**config.mk**
```make
export PLATFORM = sky130hd
export DESIGN_NAME = btn_digit_counter
export DESIGN_NICKNAME = d
export VERILOG_FILES = /design/src/rtl/btn_digit_counter.sv
export SDC_FILE = /design/constraint.sdc
export NUM_CORES = 1
export LEC_CHECK = 0
export BUFFER_PORTS_ARGS = -buffer_cell sky130_fd_sc_hd__buf_2
export CAP_MARGIN = 20
export CORE_AREA = 2 2 73 75
export DETAILED_ROUTE_END_ITERATION = 12
export DIE_AREA = 0 0 75 77
export GPL_TIMING_DRIVEN = 0
export PLACE_DENSITY_LB_ADDON = 0.05
export SLEW_MARGIN = 20
export SYNTH_ARGS = -nofsm -noshare
export SYNTH_HDL_FRONTEND = slang
export SYNTH_SLANG_ARGS = --single-unit
```
**constraint.sdc**
```tcl
create_clock -name clk -period 1.4 [get_ports clk]
set_clock_uncertainty 0.15 [all_clocks]
set_input_delay 0.21 -clock clk [delete_from_list [all_inputs] [get_ports clk]]
set_output_delay 0.21 -clock clk [all_outputs]
set_load 0.1 [all_outputs]
```
**src/rtl/btn_digit_counter.sv**
```systemverilog
// Bank of DIGITS push-button radix-RADIX digit counters with synchronisers, debouncers and press detect.
// Optional CARRY_CHAIN_EN macro: ripple carry/borrow between digits so the bank counts as one number.
module btn_digit_counter #(
    parameter int DIGITS          = 4,
    parameter int DIGIT_W         = 4,
    parameter int RADIX           = 16,
    parameter int DEBOUNCE_CYCLES = 16
) (
    input  logic                        clk,
    input  logic                        rst_n,
    input  logic [DIGITS-1:0]           btn,
    input  logic                        dir,
    input  logic                        clr,
    output logic [DIGITS*DIGIT_W-1:0]   num,
    output logic [DIGITS-1:0]           press,
    output logic                        ovf
);

    localparam int CNT_W = $clog2(DEBOUNCE_CYCLES + 1);
    localparam logic [CNT_W-1:0] CNT_LAST = CNT_W'(DEBOUNCE_CYCLES - 1);
    localparam int SW = DIGIT_W + 2;
    localparam logic [SW-1:0] RADIX_W = SW'(RADIX);

    logic [DIGITS-1:0] sync1;
    logic [DIGITS-1:0] sync2;
    logic [DIGITS-1:0] level;
    logic [DIGITS-1:0] level_d;
    logic [CNT_W-1:0]  cnt [DIGITS];

    always_ff @(posedge clk or negedge rst_n) begin
        if (!rst_n) begin
            sync1   <= '0;
            sync2   <= '0;
            level   <= '0;
            level_d <= '0;
            press   <= '0;
            for (int i = 0; i < DIGITS; i++) cnt[i] <= '0;
        end else begin
            sync1   <= btn;
            sync2   <= sync1;
            level_d <= level;
            press   <= level & ~level_d;
            for (int i = 0; i < DIGITS; i++) begin
                // The level only flips after DEBOUNCE_CYCLES consecutive disagreeing samples.
                if (sync2[i] == level[i]) begin
                    cnt[i] <= '0;
                end else if (cnt[i] == CNT_LAST) begin
                    level[i] <= ~level[i];
                    cnt[i]   <= '0;
                end else begin
                    cnt[i] <= cnt[i] + 1'b1;
                end
            end
        end
    end

    logic [DIGITS*DIGIT_W-1:0] num_next;
    logic [SW-1:0]             cur;
    logic [SW-1:0]             amt;
    logic [SW-1:0]             nxt;
    logic                      cy;

    always_comb begin
        num_next = num;
        cur      = '0;
        amt      = '0;
        nxt      = '0;
        cy       = 1'b0;
        for (int i = 0; i < DIGITS; i++) begin
            cur = SW'(num[i*DIGIT_W +: DIGIT_W]);
`ifdef CARRY_CHAIN_EN
            amt = SW'(press[i]) + SW'(cy);
`else
            amt = SW'(press[i]);
`endif
            cy = 1'b0;
            if (!dir) begin
                if (cur + amt >= RADIX_W) begin
                    nxt = cur + amt - RADIX_W;
                    cy  = 1'b1;
                end else begin
                    nxt = cur + amt;
                end
            end else begin
                if (cur >= amt) begin
                    nxt = cur - amt;
                end else begin
                    nxt = cur + RADIX_W - amt;
                    cy  = 1'b1;
                end
            end
            num_next[i*DIGIT_W +: DIGIT_W] = nxt[DIGIT_W-1:0];
        end
    end

    // After the loop cy holds the wrap of the top digit.
    always_ff @(posedge clk or negedge rst_n) begin
        if (!rst_n) begin
            num <= '0;
            ovf <= 1'b0;
        end else if (clr) begin
            num <= '0;
            ovf <= 1'b0;
        end else begin
            num <= num_next;
            ovf <= cy;
        end
    end

endmodule

```
==> out/summary.log <==
[yosys] Most used DFF post-synth sky130_fd_sc_hd__dfrtp_1
[sta] Final Hold Violating Endpoints 0
[global_routing] antenna violations before repair 0
[min_path] WHS Path Cells 0
[yosys] Synth cell types 27
[sta] worst hold slack 197 ps
[worst_setup_path] worst path required time 1450 ps
[power_and_ir_drop] Clk network pwr share 0.456
[placed_design] HPWL after DPL 2.94 mm
[yosys] most area-hungry cell type in the Yosys netlist sky130_fd_sc_hd__dfrtp_1
[sta] RSZ-0062 raised after global routing true
[floorplanning] starting density of the core 0.489
[yosys] flip-flop and latch count after synthesis 57
[global_routing] via count of the first global-routing pass 1707
[cts] CTS tree done
[cts] CTS H-tree lvls 3
[yosys] register area share after synthesis 0.586
[sta] shortest period the worst path allows 1590 ps
[cts] TritonCTS Buffers 9
[cells_and_area] # fillers 324
[yosys] Avg Cell Area, Syn 12.4 sq um
[yosys] summed instance area of the synthesized netlist 2430 sq um
[run_status] violated checks negative setup slack
[worst_setup_path] kind of start point of the critical path flip-flop
[placed_design] Final Wtd Congestion 0.756
[detailed_routing] residual antenna-violating net count after detailed routing 0
[yosys] count of mapped cells out of synthesis 196
[power_and_ir_drop] share of total power consumed by net switching 0.218
[worst_setup_path] biggest fanout along the worst timing path 3
[cts] clock latency reported for the late side of the worst-skew pair 330 ps
[run_status] status finished with violations
[power_and_ir_drop] Comb power frac 0.071
[power_and_ir_drop] internal power consumption 2.87 mW
[global_routing] first-pass GRT wire length 7.59 mm
[yosys] Yosys Warn Count 0
[cells_and_area] commonest non-fill, non-tap cell in the layout sky130_fd_sc_hd__dfrtp_1
[sta] post-route setup slack -188 ps
[yosys] Post-synth EDFFs 0
[sta] setup violators final 13
[power_and_ir_drop] total design power 3.67 mW
[detailed_routing] via/cell ratio 4.92
[global_routing] overflow left after global routing 0
[floorplanning] Die Wd 75 um
[power_and_ir_drop] power density over the cells 1030 nW/um^2
[sta] pins over their slew limit 0
[global_routing] global-route usage over all layers 0.176
[yosys] proportion of netlist area held by the largest area contributor 0.586
[cells_and_area] number of antenna diodes 0
[worst_setup_path] Arr. time, crit path 1640 ps
[cells_and_area] most frequent cells in the layout sky130_fd_sc_hd__dfrtp_1 (40), sky130_fd_sc_hd__nor2_1 (21), sky130_fd_sc_hd__xor2_1 (16)
[floorplanning] vertical die dimension 77 um
[sta] maximum achievable frequency 0.630 GHz
[cts] CTS Root Buffer Type sky130_fd_sc_hd__clkbuf_8
[global_routing] maximum number of pins on one net before global-route repair 58
[placed_design] count of port buffers added during placement 27
[worst_setup_path] Setup crit end kind flip-flop
[power_and_ir_drop] worst IR drop on VDD 0.785 mV
[power_and_ir_drop] net switching power of the design 0.802 mW
[power_and_ir_drop] Static Leakage 1.62 nW
[detailed_routing] initial drt markers 84
[power_and_ir_drop] sequential power share 0.474
[yosys] fraction of synthesis flops using an asynchronous set or reset pin 1.00
[detailed_routing] first-pass iteration count of the detailed router 4
[sta] max_slew headroom 0.542
[min_path] min-delay worst type flip-flop to flip-flop
[cts] buffer depth of the longest clock path 2
[detailed_routing] total wirelength of the detailed-routed design 4.52 mm
[floorplanning] Boundary Pins 29
[worst_setup_path] kind of critical path flip-flop to flip-flop
[placed_design] Placement Setup Slack -202 ps
[sta] slew at the pin closest to its max-slew limit 687 ps
[cells_and_area] fraction of final layout cells sized beyond drive strength 1 0.476
[floorplanning] number of rows in the core area 26
[yosys] synthesized net count 224
[detailed_routing] routed wirelength normalized by instance count 13.9 um
[detailed_routing] count of unresolved DRC violations after routing 0
[floorplanning] floorplan core area 4980 sq um
[job] number of max-cap violations 0
[cells_and_area] Final Net Count 277
[cells_and_area] Area growth syn-to-layout 47.2%
[worst_setup_path] number of cells on the worst reg-to-reg path 4
[cts] number of sinks driven by the clock tree 57
[cts] Clk pin slew, worst setup/hold paths 60 ps
[detailed_routing] total via count in the routed design 1593
[sta] post-route clock period utilization 1.13
[sta] setup TNS after final layout -1160 ps
[floorplanning] overall die area 5780 sq um
[yosys] largest cells by area after synthesis sky130_fd_sc_hd__dfrtp_1 (59%), sky130_fd_sc_hd__ha_1 (10%), sky130_fd_sc_hd__xor2_1 (5.8%), sky130_fd_sc_hd__nor2_1 (4.2%), sky130_fd_sc_hd__mux2_2 (2.3%)
==> sequential cells by signal (all words and copies together) (netlist names) <==
| signal | cells |
|---|---|
| cnt | 20 |
| level | 4 |
| level_d | 4 |
| num | 16 |
| ovf | 1 |
| press | 4 |
| sync1 | 4 |
| sync2 | 4 |
==> metal layers <==
metal  vias up  track usage  share of wire
li1        769            -              -
met1       788        0.207           0.42
met2        30        0.289           0.53
met3         6       0.0420          0.034
met4         0       0.0911          0.013
met5         -            0              0
==> path summary, 6_finish.rpt <==
| check | from | end | slack [ps] |
|---|---|---|---|
| max in group asynchronous | rst_n | num[8]$_DFF_PN0_ | 250 |
| min in group asynchronous | rst_n | cnt[13]$_DFF_PN0_ | 310 |
| worst min register to register | sync1[2]$_DFF_PN0_ | sync2[2]$_DFF_PN0_ | 200 |
| worst min-delay path | sync1[2]$_DFF_PN0_ | sync2[2]$_DFF_PN0_ | 200 |
| worst max register to register | press[2]$_DFF_PN0_ | num[11]$_DFF_PN0_ | -190 |
| worst max-delay path | press[2]$_DFF_PN0_ | num[11]$_DFF_PN0_ | -190 |
==> critical path, stage by stage, from the launching register on <==
cell and delay (ps):
sky130_fd_sc_hd__dfrtp_4 510, sky130_fd_sc_hd__ha_4 180, sky130_fd_sc_hd__nor4bb_4 150, sky130_fd_sc_hd__a41oi_2 170
sky130_fd_sc_hd__mux2_4 320
==> area by class of cell <==
class                      instances  area [sq um]  area share
sequential                        57          1470       0.411
multi-input combinational        126          1260       0.352
timing repair buffer              42           470       0.131
clock buffer                      15           196      0.0549
tap                               70          87.6      0.0245
inverter                           9          41.3      0.0115
clock inverter                     1          30.0     0.00839
buffer                             4          23.8     0.00664
==> what timing repair did <==
action / 4_1_cts / 5_1_grt
pin swaps: 14 / 18
cloned: 0 / 0
hold buffers: 5 / 0
buffers inserted: 6 / 4
gates resized for setup: 58 / 43
setup endpoints to repair: 37 / 33
hold endpoints to repair: 61 / 0
==> kinds of logic (layout without fill, tap and decap cells) <==
family | count (synthesis) | after routing | synth area share
simple gates | 67 | 67 | 0.152
mux | 10 | 10 | 0.0442
buf+inv | 13 | 71 | 0.0237
xor+xnor | 16 | 16 | 0.0576
flops | 57 | 57 | 0.586
compound gates | 13 | 13 | 0.0334
fa+ha+maj | 20 | 20 | 0.103
==> Yosys cell counts, types with 2 or more instances <==
cell                        n
sky130_fd_sc_hd__ha_1      20
sky130_fd_sc_hd__mux2_2     5
sky130_fd_sc_hd__nor3b_1    2
sky130_fd_sc_hd__nand3_1    8
sky130_fd_sc_hd__xor2_1    16
sky130_fd_sc_hd__nor3_1     2
sky130_fd_sc_hd__inv_1      9
sky130_fd_sc_hd__a211oi_1   3
sky130_fd_sc_hd__dfrtp_1   57
sky130_fd_sc_hd__and3_1     4
sky130_fd_sc_hd__o21ai_0    6
sky130_fd_sc_hd__nor2_1    27
sky130_fd_sc_hd__buf_4      2
sky130_fd_sc_hd__and2_1     8
sky130_fd_sc_hd__nor2b_1    7
sky130_fd_sc_hd__nor4bb_1   5
sky130_fd_sc_hd__and4b_1    2
sky130_fd_sc_hd__mux2i_1    4
==> through the flow <==
stage | cell area [sq um] | instances | util
4_1_cts | 3380 | 320 | 0.678
3_3_place_gp | 2830 | 293 | 0.568
2_1_floorplan | 2610 | 196 | -
5_1_grt | 3580 | 324 | 0.719
3_5_place_dp | 2830 | 293 | 0.569
6_report | 3580 | 324 | 0.719
==> power groups by stage <==
stage	combinational [mW]	clock, mW	sequential, mW
after global routing	0.290	1.81	1.75
after detailed placement	0.200	0	1.76
after floorplan	0.0882	0	1.80
final	0.260	1.67	1.74
after CTS	0.238	1.72	1.73
after global placement	0.191	0	1.76
Note: power is estimated with default switching activity, not from simulation.
